--- src/rtl/seg7_pkg.sv ---
// Shared types and constants for the 4-digit 7-segment scan controller.
// Holds the FSM state enum, the BCD digit type, display limits and the
// segment decode table (active-low {g,f,e,d,c,b,a}).
package seg7_pkg;

    typedef enum logic [1:0] {
        IDLE    = 2'd0,
        CONVERT = 2'd1,
        COMMIT  = 2'd2
    } state_e;

    typedef logic [3:0] bcd_t;

    localparam logic [6:0]  SEG_BLANK   = 7'h7F;
    localparam int unsigned MAX_DISPLAY = 9999;

    // Codes 10..15 never come out of the converter for a saturated value,
    // but they are mapped to blank so a corrupted digit cannot light garbage.
    function automatic logic [6:0] seg_decode(input bcd_t d);
        logic [6:0] s;
        case (d)
            4'd0:    s = 7'h40;
            4'd1:    s = 7'h79;
            4'd2:    s = 7'h24;
            4'd3:    s = 7'h30;
            4'd4:    s = 7'h19;
            4'd5:    s = 7'h12;
            4'd6:    s = 7'h02;
            4'd7:    s = 7'h78;
            4'd8:    s = 7'h00;
            4'd9:    s = 7'h10;
            default: s = SEG_BLANK;
        endcase
        return s;
    endfunction

endpackage

--- src/rtl/bin2bcd_seq.sv ---
// Sequential double-dabble binary-to-BCD converter, one bit per cycle.
// Ports: clk, reset (async, active-high), start_i loads bin_i, done_o pulses
// one cycle after the last of DATA_W shift cycles, digits_o = {thousands..ones}.
module bin2bcd_seq
    import seg7_pkg::*;
#(
    parameter int DATA_W = 14
) (
    input  logic              clk,
    input  logic              reset,
    input  logic              start_i,
    input  logic [DATA_W-1:0] bin_i,
    output logic              done_o,
    output bcd_t [3:0]        digits_o
);

    localparam int CNT_W = $clog2(DATA_W + 1);

    logic [DATA_W-1:0] bin_q, bin_d;
    logic [15:0]       bcd_q, bcd_d;
    logic [15:0]       bcd_adj;
    logic [CNT_W-1:0]  cnt_q, cnt_d;
    logic              run_q, run_d;
    logic              done_q, done_d;

    // Add-3 correction on every nibble that would exceed 9 after the shift.
    always_comb begin
        bcd_adj = bcd_q;
        for (int i = 0; i < 4; i++) begin
            if (bcd_q[4*i +: 4] >= 4'd5) begin
                bcd_adj[4*i +: 4] = bcd_q[4*i +: 4] + 4'd3;
            end
        end
    end

    always_comb begin
        bin_d  = bin_q;
        bcd_d  = bcd_q;
        cnt_d  = cnt_q;
        run_d  = run_q;
        done_d = 1'b0;
        if (start_i) begin
            bin_d = bin_i;
            bcd_d = '0;
            cnt_d = '0;
            run_d = 1'b1;
        end else if (run_q) begin
            bcd_d = {bcd_adj[14:0], bin_q[DATA_W-1]};
            bin_d = {bin_q[DATA_W-2:0], 1'b0};
            cnt_d = cnt_q + CNT_W'(1);
            if (cnt_q == CNT_W'(DATA_W - 1)) begin
                run_d  = 1'b0;
                done_d = 1'b1;
            end
        end
    end

    always_ff @(posedge clk or posedge reset) begin
        if (reset) begin
            bin_q  <= '0;
            bcd_q  <= '0;
            cnt_q  <= '0;
            run_q  <= 1'b0;
            done_q <= 1'b0;
        end else begin
            bin_q  <= bin_d;
            bcd_q  <= bcd_d;
            cnt_q  <= cnt_d;
            run_q  <= run_d;
            done_q <= done_d;
        end
    end

    assign done_o   = done_q;
    assign digits_o = bcd_q;

endmodule

--- src/rtl/seg7_scan_controller.sv ---
// 4-digit 7-segment controller: accepts a value (valid/ready, only in IDLE),
// converts it to BCD, commits all four digits at once and scans them out.
// Ports: clk, reset (async, active-high), in_valid/in_ready/in_data input,
// an/seg/dp registered display pins (active-low), busy, overflow status.
// Latency handshake->display registers is DATA_W+2 cycles.
// Build option: LEADING_ZERO_BLANK_EN blanks zero digits above the most
// significant non-zero digit (ones digit is never blanked).
module seg7_scan_controller
    import seg7_pkg::*;
#(
    parameter int DATA_W      = 14,
    parameter int REFRESH_DIV = 100000,
    parameter int NUM_DIGITS  = 4
) (
    input  logic              clk,
    input  logic              reset,
    input  logic              in_valid,
    output logic              in_ready,
    input  logic [DATA_W-1:0] in_data,
    output logic [3:0]        an,
    output logic [6:0]        seg,
    output logic              dp,
    output logic              busy,
    output logic              overflow
);

    generate
        if (NUM_DIGITS != 4) begin : g_bad_num_digits
            $error("seg7_scan_controller supports NUM_DIGITS == 4 only");
        end
        if (REFRESH_DIV < 2) begin : g_bad_refresh_div
            $error("seg7_scan_controller needs REFRESH_DIV >= 2");
        end
    endgenerate

    localparam int PRE_W = $clog2(REFRESH_DIV);

    state_e           state_q, state_d;
    logic             ovf_q, ovf_d;
    bcd_t [3:0]       digit_q, digit_d;
    logic [PRE_W-1:0] pre_q, pre_d;
    logic [1:0]       idx_q, idx_d;
    logic [3:0]       an_q, an_d;
    logic [6:0]       seg_q, seg_d;

    logic              start;
    logic              commit;
    logic              ready_c, busy_c;
    logic              conv_done;
    bcd_t [3:0]        conv_digits;
    logic [31:0]       in_ext;
    logic              in_over;
    logic [DATA_W-1:0] sat_val;
    logic              pre_term;
    logic [3:0]        blank;

    assign in_ext  = 32'(in_data);
    assign in_over = in_ext > 32'(MAX_DISPLAY);
    assign sat_val = in_over ? DATA_W'(MAX_DISPLAY) : in_data;
    assign start   = (state_q == IDLE) && in_valid;

    bin2bcd_seq #(
        .DATA_W (DATA_W)
    ) u_bin2bcd (
        .clk      (clk),
        .reset    (reset),
        .start_i  (start),
        .bin_i    (sat_val),
        .done_o   (conv_done),
        .digits_o (conv_digits)
    );

    // Control FSM
    always_comb begin
        state_d = state_q;
        ovf_d   = ovf_q;
        commit  = 1'b0;
        ready_c = 1'b0;
        busy_c  = 1'b0;
        case (state_q)
            IDLE: begin
                ready_c = 1'b1;
                if (in_valid) begin
                    ovf_d   = in_over;
                    state_d = CONVERT;
                end
            end
            CONVERT: begin
                busy_c = 1'b1;
                if (conv_done) begin
                    state_d = COMMIT;
                end
            end
            COMMIT: begin
                busy_c  = 1'b1;
                commit  = 1'b1;
                state_d = IDLE;
            end
            default: state_d = IDLE;
        endcase
    end

    // Digits change only in COMMIT, so the display never sees a partial value.
    assign digit_d = commit ? conv_digits : digit_q;

    // Free-running refresh prescaler and scan index.
    always_comb begin
        pre_term = (pre_q == PRE_W'(REFRESH_DIV - 1));
        pre_d    = pre_term ? '0 : pre_q + PRE_W'(1);
        idx_d    = pre_term ? idx_q + 2'd1 : idx_q;
    end

    always_comb begin
        blank = 4'b0000;
`ifdef LEADING_ZERO_BLANK_EN
        blank[3] = (digit_d[3] == 4'd0);
        blank[2] = blank[3] && (digit_d[2] == 4'd0);
        blank[1] = blank[2] && (digit_d[1] == 4'd0);
`endif
    end

    // Outputs are built from next-state index and digits so a commit landing
    // on a scan advance shows the new digit in that same update.
    always_comb begin
        an_d  = ~(4'b0001 << idx_d);
        seg_d = blank[idx_d] ? SEG_BLANK : seg_decode(digit_d[idx_d]);
    end

    always_ff @(posedge clk or posedge reset) begin
        if (reset) begin
            state_q <= IDLE;
            ovf_q   <= 1'b0;
            digit_q <= '0;
            pre_q   <= '0;
            idx_q   <= '0;
            an_q    <= 4'b1111;
            seg_q   <= SEG_BLANK;
        end else begin
            state_q <= state_d;
            ovf_q   <= ovf_d;
            digit_q <= digit_d;
            pre_q   <= pre_d;
            idx_q   <= idx_d;
            an_q    <= an_d;
            seg_q   <= seg_d;
        end
    end

    assign in_ready = ready_c;
    assign busy     = busy_c;
    assign overflow = ovf_q;
    assign an       = an_q;
    assign seg      = seg_q;
    assign dp       = 1'b1;

endmodule
--- config.mk ---
export PLATFORM = sky130hd
export DESIGN_NAME = seg7_scan_controller
export DESIGN_NICKNAME = d
export VERILOG_FILES = /design/src/rtl/seg7_pkg.sv /design/src/rtl/bin2bcd_seq.sv /design/src/rtl/seg7_scan_controller.sv
export SDC_FILE = /design/constraint.sdc
export NUM_CORES = 1
export LEC_CHECK = 0
export CAP_MARGIN = 20
export CORE_AREA = 2 2 106 83
export CTS_CLUSTER_SIZE = 12
export DETAILED_ROUTE_END_ITERATION = 12
export DIE_AREA = 0 0 108 85
export PLACE_DENSITY = 0.85
export SLEW_MARGIN = 10
export SYNTH_ARGS = -nofsm -noshare
export SYNTH_HDL_FRONTEND = slang
export SYNTH_SLANG_ARGS = --single-unit
--- constraint.sdc ---
create_clock -name clk -period 8.8 [get_ports clk]
set_input_delay 2.64 -clock clk [delete_from_list [all_inputs] [get_ports clk]]
set_output_delay 2.64 -clock clk [all_outputs]
set_load 0.02 [all_outputs]
==> impl_results.md, run 1 <==
- Run status: finished, final reports clean
- Synth warn: 0
- Hold Startpoint: overflow
- Yosys cell types: 42
- Sw Share: 0.362
- Synthesized cell area: 4360 um2
- Io pins: 32
- Antenna viol nets, final: 0
- GPL Wtd Cong: approximately 0.80
- Max Cap Viol: 0
- P_int: roughly 960 uW
- Clk sink count: 85
- Power density over the cells: 301 nW/um2
- Nets@finish: approximately 480
- Die Y-Extent: 85 um
- Tcrit/Tclk final: 0.496
- Post-synthesis sequential area ratio: 0.491
- Endpoints failing hold: 0
- All-Layer GR Usage: 0.190
- Grt total ovfl: 0
- Routed WL per cell: 14.7 um
- Synthesized area per cell: 10.5 um2
- Layout area overhead: 14.6%
- Synth Register Bits: 85
- Psw: 545 uW
- Crit path DAT: 1.73 ns
- Die width: approximately 110 um
- IO buf count: 30
- Overall power: 1.50 mW
- Count leader, synth: dfrtp_1
- Worst-margin pin slew: 0.801 ns
- Yosys top cell by area: dfrtp_1
- Starting density of the core: 0.534
- Antenna violations before repair: 0
- Share of flip-flops with an asynchronous set or reset: 1.00
- DR vias: 3003
- Relative slew margins: 0.462
- Clock Latency Late Sink: between 0.3 and 0.4 ns
- Crit path launch type: flop
- CTS tree: done
- Hpwl dp: 5460 um
- Vias/cell: approximately 5.4
- Layout cells sized above 1: 0.124
- DR iter-0 viols: roughly 160
- CTS buffer count: 9
- Die area: roughly 9000 um2
- ANT cells: 0
- Buffers inserted by post-CTS timing repair: 0
- R2r startpoint: pre_q[5]
- EDFF count, synth: 0
- Largest cells by area after synthesis: dfrtp_1 (42%), mux2i_1 (8.3%), dfstp_2 (6.6%), ha_1 (5.7%), mux2_2 (4.4%)
- Fin. max-slew vios: 0
- Seq pwr share: 0.402
- Setup CP Type: reg2out
- Fmax: 229 MHz
- Top cell type's share of synthesized area: 0.425
- CTS Hold Bufs: 0
- Endpoints failing setup: 0
- Setup TNS: 0 ns
- Number of global-route vias before repair: 3034
- Syn Nets: 451
- Post-Route Skew: 0.0103 ns
- Largest net degree at the start of global routing: 86
- HP Class: reg2reg
- First-pass GRT wire length: ~14000 um
- Clock Path Buffers: 2
- H-Tree Depth: 3
- Core ar.: between 8000 and 9000 um2
- Synth cell count leaders: dfrtp_1 (74), nor2_1 (40), mux2i_1 (36), nand2_1 (31), a21oi_1 (29)
- Post-Syn Instances: 414
- Prevailing post-synth register cell: dfrtp_1
- DRC violations left: 0
- Clock share of power: 0.201
- CTS Root Cell: clkbuf_8
- Leakage: around 2.4 nW
- CP max FO: 5
- Critical path origin: state_q[1]
- CTS clk-pin slew, worst paths: approximately 0.090 ns
- Combinational share of power: 0.397
- VDD IR-drop max: 0.000152 V
- RSZ-0062 raised after global routing: no
- Tmin final: 4.37 ns
- Worst endpoint required time: 6.16 ns
- Pre-antenna DRT Iters: 4
- Crit. End Element: output port
- Post-cts sizing count: 0
- Rows: 29
- Routed WL: 8100 um
==> worst paths after layout <==
kind | to | slack (ns) | cells past startpoint
setup / recovery | in_ready | 4.43 | 3
hold / removal | overflow | 0.48 | 2
setup reg to reg | seg[3] | 5.50 | 7
hold reg to reg | overflow | 0.48 | 2
max in group asynchronous | an[3] | 5.55 | 4
min in group asynchronous | u_bin2bcd.bin_q[13] | 2.61 | 3
==> critical path: stages (launching register included) <==
cell             delay, ns
dfrtp_1               0.39
inv_1                 0.11
ha_1                  0.24
clkdlybuf4s50_1       0.63
==> power groups by stage <==
stage	Clock, mW	Sequential [mW]	Combinational [mW]
floorplan	0	0.604	0.431
detailed placement	0	0.611	0.590
CTS	0.307	0.604	0.598
finish	0.303	0.604	0.597
global route	0.325	0.619	0.669
global placement	0	0.602	0.547
==> cell families after synthesis <==
| logic type | Yosys count | share of synthesized area |
|---|---|---|
| AOI/OAI and AO/OA | 58 | 0.0718 |
| xor gates and xnor gates | 25 | 0.0502 |
| adders and majority gates | 20 | 0.0574 |
| buffers and inverters | 40 | 0.0367 |
| DFF | 85 | 0.491 |
| muxes | 55 | 0.139 |
| other | 1 | 0.000861 |
| and+or+nand+nor | 130 | 0.153 |
==> layout make-up <==
cell class              count  area, um2
multi-input cells         289       2060
clock inverters             5       75.1
repair buffers             34        370
clock buffers              11        141
well taps                 108        135
inverters                  20       76.3
flip-flops and latches     85       2140
fillers                   643       3170
==> sequential cells by signal (all words and copies together), names as in the netlist, 4 cells and up <==
signal              cells
u_bin2bcd.digits_o     16
u_bin2bcd.cnt_q         4
an                      4
seg                     7
u_bin2bcd.bin_q        14
digit_q                16
pre_q                  17
==> layer usage <==
layer / vias to the layer above / wire [um] / GRT usage
met1: 1485 / 3710 / 0.247
met4: 0 / 109 / 0.0699
met3: 10 / 221 / 0.0407
li1: 1461 / - / -
met2: 47 / 4050 / 0.317
met5: - / 0 / 0
==> metrics by stage <==
stage | hold slack (ns) | setup slack [ns] | instances | instance area (um2) | utilization
after floorplan | 0.447 | 3.98 | 414 | 4360 | -
after global placement | 0.462 | 4.32 | 534 | 4720 | 0.579
after detailed placement | 0.467 | 4.53 | 535 | 4750 | 0.582
after CTS | 0.486 | 4.42 | 551 | 4970 | 0.609
after global routing | 0.512 | 4.31 | 552 | 5000 | 0.612
final | 0.482 | 4.43 | 552 | 5000 | 0.612
==> cell usage in the layout (no fill, tap or decap), types with 15 or more instances in the layout <==
cell type / synthesis / routed
mux2i_1: 36 / 36
xnor2_1: 15 / 15
mux2_2: 17 / 17
inv_1: 19 / 18
nand2_1: 31 / 31
nor2_1: 40 / 40
dfrtp_1: 74 / 74
o21ai_0: 19 / 19
clkdlybuf4s50_1: 0 / 30
a21oi_1: 29 / 29
ha_1: 20 / 20
Note: power is estimated with default switching activity, not from simulation.
==> run 2, diff against run 1 <==
- clock period: 8.8 -> 4.5 ns (I/O delays scaled with it)
==> run 2 against run 1 <==
Compared with the run above:
- clock skew shrank 0.0010 ns
- via count increased by 1.1%
- power increased by 100%
==> impl_results.md, run 2 (same netlist as run 1, synthesis figures left out) <==
- Grt peak-use layer: met2 (unchanged)
- Power density over the cells: 601 nW/um2 (was 301 nW/um2)
- RSZ-0062 raised after global routing: no (unchanged)
- Commonest non-fill, non-tap cell in the layout: dfrtp_1 (unchanged)
- Pre-CTS setup slack: 1.18 ns (was 4.53 ns)
- CTS tree: done (unchanged)
- H-Tree Depth: 3 (unchanged)
- Leakage: 2.36 nW (was 2.37 nW)
- Core ar.: 8160 um2 (unchanged)
- GPL Wtd Cong: 0.922 (was 0.805)
- Starting density of the core: 0.534 (unchanged)
- Clock Latency Late Sink: 0.36 ns (was 0.35 ns)
- Io pins: 32 (unchanged)
- Crit path launch type: flop (unchanged)
- Crit. End Element: flop (was output port)
- Die area: 9180 um2 (unchanged)
- Nets@finish: 476 (unchanged)
- Met3 Use GR: 0.0453 (was 0.0407)
- Endpoints failing hold: 0 (unchanged)
- Tcrit/Tclk final: 0.742
- Crit path DAT: 3.62 ns (was 1.73 ns)
- Routing usage on met1: 0.256 (was 0.247)
- HP Class: reg2reg (unchanged)
- Worst Hold Depth: 1 (was 2)
- IO buf count: 30 (unchanged)
- Die Y-Extent: 85 um (unchanged)
- Setup TNS: 0 ns (unchanged)
- Routed WL per cell: 14.7 um (about the same)
- Antenna violations before repair: 0 (unchanged)
- Fin. max-slew vios: 0 (unchanged)
- ANT cells: 0 (unchanged)
- Clock Path Buffers: 2 (unchanged)
- CP Depth: 7 (was 3)
- Number of global-route vias before repair: 3011 (was 3034)
- Post-layout util: 0.612 (about the same)
- DR vias: 3037 (was 3003)
- Routed WL: 8090 um (was 8100 um)
- Fmax: 299 MHz
- Worst-margin pin slew: 0.869 ns (was 0.801 ns)
- Layout cells sized above 1: 0.126 (was 0.124)
- DRC violations left: 0 (unchanged)
- Layout area overhead: 14.7% (was 14.6%)
- CTS Root Cell: clkbuf_8 (unchanged)
- Die width: 108 um (unchanged)
- Vias/cell: 5.50 (was 5.44)
- CTS buffer count: 9 (unchanged)
- CTS clk-pin slew, worst paths: 0.09 ns (about the same)
- Biggest register: pre_q (unchanged)
- Worst endpoint required time: 4.78 ns (was 6.16 ns)
- Relative slew margins: 0.420 (was 0.462)
- Buffers inserted by post-CTS timing repair: 0 (unchanged)
- Pre-antenna DRT Iters: 4 (unchanged)
- Rows: 29 (unchanged)
- Post-cts sizing count: 0 (unchanged)
- FILL cells: 650 (was 643)
- Antenna viol nets, final: 0 (unchanged)
- Worst-path cell chain: or4b_4 -> nor4_4 -> mux4_1 -> ha_1 -> inv_1 -> mux2i_1 -> a21oi_1 (was inv_1 -> ha_1 -> clkdlybuf4s50_1)
- CP max FO: 15 (was 5)
- Clk sink count: 85 (unchanged)
- Max Cap Viol: 0 (unchanged)
- Setup slack after layout: 1.16 ns (was 4.43 ns)
- Tmin final: 3.34 ns
- Crit path buf inv count: 1 (was 2)
- Hpwl dp: 5500 um (was 5460 um)
- Setup CP Type: reg2reg (was reg2out)
- Delay of the slowest critical-path stage: 0.80 ns (was 0.63 ns)
- Slowest CP cell: mux4_1 (was clkdlybuf4s50_1)
- CP top delay family: simple AND/OR/NAND/NOR gates (was buffers and inverters)
- Largest register FFs: 17 (unchanged)
- Global-route met2 utilization: 0.318 (was 0.317)
- Most frequent cells in the layout: dfrtp_1 (74), nor2_1 (40), mux2i_1 (36) (unchanged)
- Run status: finished, final reports clean (unchanged)
- DR iter-0 viols: 121 (was 162)
- Largest net degree at the start of global routing: 53 (was 86)
- All-Layer GR Usage: 0.192 (was 0.190)
- First-pass GRT wire length: 14000 um (about the same)
- Worst reg2reg path depth: 7 (unchanged)
- VDD IR-drop max: 0.000259 V (was 0.000152 V)
- Endpoints failing setup: 0 (unchanged)
- Post-route insts no fill: 552 (unchanged)
- Post-Route Skew: 0.00930 ns (was 0.0103 ns)
- Overall power: 3.00 mW (was 1.50 mW)
- Placed insts: 536 (was 535)
- CTS Hold Bufs: 0 (unchanged)
- Grt total ovfl: 0 (unchanged)
run 2: changes by cell type in the layout (fill, tap and decap cells not counted), sizes merged:
cell,before,now
clkinv,5,3
bufinv,2,3
clkinvlp,0,1
run 2: area by class of cell:
| cell class | count | area [um2] | share of cell area |
|---|---|---|---|
| Tap cell | 108 | 135 | 0.0270 |
| Inverter | 20 | 76.3 | 0.0153 |
| Sequential cell | 85 | 2140 | 0.428 |
| Timing Repair Buffer | 34 | 330 | 0.0661 |
| Multi-Input combinational cell | 289 | 2060 | 0.412 |
| Clock buffer | 11 | 151 | 0.0303 |
| Clock inverter | 5 | 106 | 0.0213 |
run 2: worst paths after layout:
check / slack (ns) / to / startpoint
min in group asynchronous: 1.47 / u_bin2bcd.bin_q[1] / reset
worst max-delay path: 1.16 / seg[3] / pre_q[5]
max in group asynchronous: 2.23 / seg[1] / reset
worst min-delay path: 0.50 / pre_q[4] / pre_q[4]
worst min register to register: 0.50 / pre_q[4] / pre_q[4]
worst max register to register: 1.16 / seg[3] / pre_q[5]
run 2: per-stage QoR:
stage / hold WS (ns) / instance area (um2)
2_1_floorplan: 0.447 / 4360
3_3_place_gp: 0.460 / 4740
3_5_place_dp: 0.476 / 4740
4_1_cts: 0.496 / 5000
5_1_grt: 0.513 / 5000
6_report: 0.503 / 5000
run 2: report_power, final:
group / leakage [nW] / internal (mW) / switching [mW]
clock network: 0.126 / 0.400 / 0.269
registers: 1.07 / 1.02 / 0.149
logic: 1.17 / 0.520 / 0.647
total: 2.36 / 1.94 / 1.06
run 2: routing by layer:
metal  share of wire  vias to the layer above
li1                -                     1469
met5               0                        -
met4           0.013                        0
met1            0.46                     1502
met2            0.49                       53
met3           0.034                       13
run 2: worst register-to-register path: cells and delay by family (launching register included):
| family | cells | cell delay (ns) |
|---|---|---|
| simple gates | 2 | 1.34 |
| flops | 1 | 0.43 |
| mux | 2 | 0.87 |
| buf+inv | 1 | 0.08 |
| compound gates | 1 | 0.19 |
| fa+ha+maj | 1 | 0.36 |
==> run 3, diff against run 2 <==
- clock period: 4.5 -> 3.4 ns (I/O delays scaled with it)
==> run 3 against run 2 <==
Compared with the run above:
- via count decreased by 0.63%
- global-route usage increased by 0.61 points
- design area increased by 0.83%
- hold slack got worse by 0.0047 ns
- critical path type unchanged
- largest cell class unchanged
==> impl_results.md, run 3 (same netlist as run 1, synthesis figures left out) <==
- Run status: finished, final reports clean (unchanged)
- Largest register FFs: 17 (unchanged)
- Endpoints failing setup: 0 (unchanged)
- Delay of the slowest critical-path stage: 0.75 ns (was 0.80 ns)
- Worst endpoint required time: 3.69 ns (was 4.78 ns)
- Overall power: 4.05 mW (was 3.00 mW)
- Post-route insts no fill: 554 (was 552)
- Placed insts: 538 (was 536)
- Tmin final: 2.93 ns (was 3.34 ns)
- Clock Latency Late Sink: 0.35 ns (was 0.36 ns)
- Pre-antenna DRT Iters: 5 (was 4)
- Power density over the cells: 804 nW/um2 (was 601 nW/um2)
- Setup slack after layout: 0.470 ns (was 1.16 ns)
- Fin. max-slew vios: 0 (unchanged)
- First-pass GRT wire length: 14500 um (was 14000 um)
- VDD IR-drop max: 0.000400 V (was 0.000259 V)
- Pre-CTS setup slack: 0.492 ns (was 1.18 ns)
- Hold Startpoint: pre_q[4] (unchanged)
- Post-Route Skew: 0.0115 ns (was 0.00930 ns)
- Die Y-Extent: 85 um (unchanged)
- P_int: 2.63 mW (was 1.94 mW)
- CTS buffer count: 9 (unchanged)
- Fmax: 341 MHz (was 299 MHz)
- Clock Path Buffers: 2 (unchanged)
- Biggest register: pre_q (unchanged)
- Setup CP Type: reg2reg (unchanged)
- DR vias: 3018 (was 3037)
- Clk sink count: 85 (unchanged)
- Largest net degree at the start of global routing: 86 (was 53)
- Crit path DAT: 3.22 ns (was 3.62 ns)
- Setup TNS: 0 ns (unchanged)
- Tcrit/Tclk final: 0.862 (was 0.742)
- Worst Hold Depth: 1 (unchanged)
- Seq pwr share: 0.384 (was 0.389)
- CTS Root Cell: clkbuf_8 (unchanged)
- DR iter-0 viols: 194 (was 121)
- Vias/cell: 5.45 (was 5.50)
- IO buf count: 30 (unchanged)
- Commonest non-fill, non-tap cell in the layout: dfrtp_1 (unchanged)
- Die area: 9180 um2 (unchanged)
- Hpwl dp: 5530 um (was 5500 um)
- Routed WL: 8260 um (was 8090 um)
- Endpoints failing hold: 0 (unchanged)
- Post-cts sizing count: 0 (unchanged)
- Psw: 1.42 mW (was 1.06 mW)
- HP Class: reg2reg (unchanged)
- Worst-margin pin slew: 0.650 ns (was 0.869 ns)
- CTS clk-pin slew, worst paths: 0.09 ns (about the same)
- Layout cells sized above 1: 0.130 (was 0.126)
- Buffers inserted by post-CTS timing repair: 0 (unchanged)
- Max Cap Viol: 0 (unchanged)
- Rows: 29 (unchanged)
- Antenna violations before repair: 0 (unchanged)
- Antenna viol nets, final: 0 (unchanged)
- Number of global-route vias before repair: 3089 (was 3011)
- FILL cells: 626 (was 650)
- Nets@finish: 478 (was 476)
- Crit. End Element: flop (unchanged)
- Worst reg2reg path depth: 7 (unchanged)
- CTS tree: done (unchanged)
- Core ar.: 8160 um2 (unchanged)
- Sw Share: 0.350 (was 0.354)
- Combinational share of power: 0.383 (was 0.388)
- H-Tree Depth: 3 (unchanged)
- GPL Wtd Cong: 0.880 (was 0.922)
- Starting density of the core: 0.534 (unchanged)
- Slowest CP cell: mux4_1 (unchanged)
- RSZ-0062 raised after global routing: no (unchanged)
- DRC violations left: 0 (unchanged)
- Most frequent cells in the layout: dfrtp_1 (74), nor2_1 (40), mux2i_1 (36) (unchanged)
- Hold slack final: 0.498 ns (was 0.503 ns)
- Worst-path cell chain: or4b_4 -> nor4_4 -> mux4_1 -> ha_1 -> inv_1 -> mux2i_1 -> a21oi_1 (unchanged)
- Crit path launch type: flop (unchanged)
- CP max FO: 6 (was 15)
- Leakage: 2.39 nW (was 2.36 nW)
- Routed WL per cell: 14.9 um (was 14.7 um)
- All-Layer GR Usage: 0.198 (was 0.192)
- Layout area overhead: 15.6% (was 14.7%)
- ANT cells: 0 (unchanged)
- Die width: 108 um (unchanged)
- Grt total ovfl: 0 (unchanged)
- Clock share of power: 0.233 (was 0.223)
- Critical path origin: pre_q[5] (unchanged)
- R2r startpoint: pre_q[5] (unchanged)
- Relative slew margins: 0.567 (was 0.420)
- Io pins: 32 (unchanged)
- CTS Hold Bufs: 0 (unchanged)
-- run 3: cell types whose count changed in the layout (fill, tap and decap cells not counted) --
cell        previous run  this run
buf_12                 0         1
buf_4                  4         5
bufinv_16              3         4
clkbuf_8              11        10
clkinv_2               1         2
clkinvlp_4             1         0
-- run 3: area by class of cell --
class | instances | area, um2 | area share
well taps | 108 | 135 | 0.0268
multi-input cells | 289 | 2060 | 0.408
flip-flops and latches | 85 | 2140 | 0.425
inverters | 20 | 76.3 | 0.0151
clock buffers | 10 | 138 | 0.0273
clock inverters | 6 | 134 | 0.0266
repair buffers | 36 | 358 | 0.0710
-- run 3: stage by stage --
| stage | cell area (um2) | utilization |
|---|---|---|
| finish | 5040 | 0.617 |
| global route | 5040 | 0.617 |
| CTS | 5040 | 0.617 |
| detailed placement | 4770 | 0.584 |
| global placement | 4770 | 0.584 |
| floorplan | 4360 | - |
-- run 3: power by group through the flow --
stage	logic (mW)	registers, mW	clock network, mW
2_1_floorplan	1.12	1.56	0
3_3_place_gp	1.44	1.56	0
3_5_place_dp	1.52	1.57	0
4_1_cts	1.56	1.56	0.956
5_1_grt	1.75	1.59	0.992
6_report	1.55	1.56	0.944
-- run 3: layer usage --
layer | track usage | part of all wire | up-vias
met3 | 0.0476 | 0.030 | 10
met2 | 0.322 | 0.49 | 54
met1 | 0.268 | 0.46 | 1484
met5 | 0 | 0 | -
li1 | - | - | 1470
met4 | 0.0513 | 0.014 | 0
-- run 3: critical path, delay by kind of cell, from the launching register on --
kind                     cells  cell delay (ns)
AO/OA/AOI/OAI                1             0.16
adder cells (fa/ha/maj)      1             0.36
buffers and inverters        1             0.08
flip-flops                   1             0.44
multiplexers                 2             0.82
AND/OR/NAND/NOR              2             1.01
-- run 3: worst paths after layout --
path                             to  slack, ns
max in group asynchronous    seg[3]       1.95
min reg2reg                pre_q[4]       0.50
max reg2reg                  seg[3]       0.47
min                        pre_q[4]       0.50
max                          seg[3]       0.47
min in group asynchronous  overflow       1.08
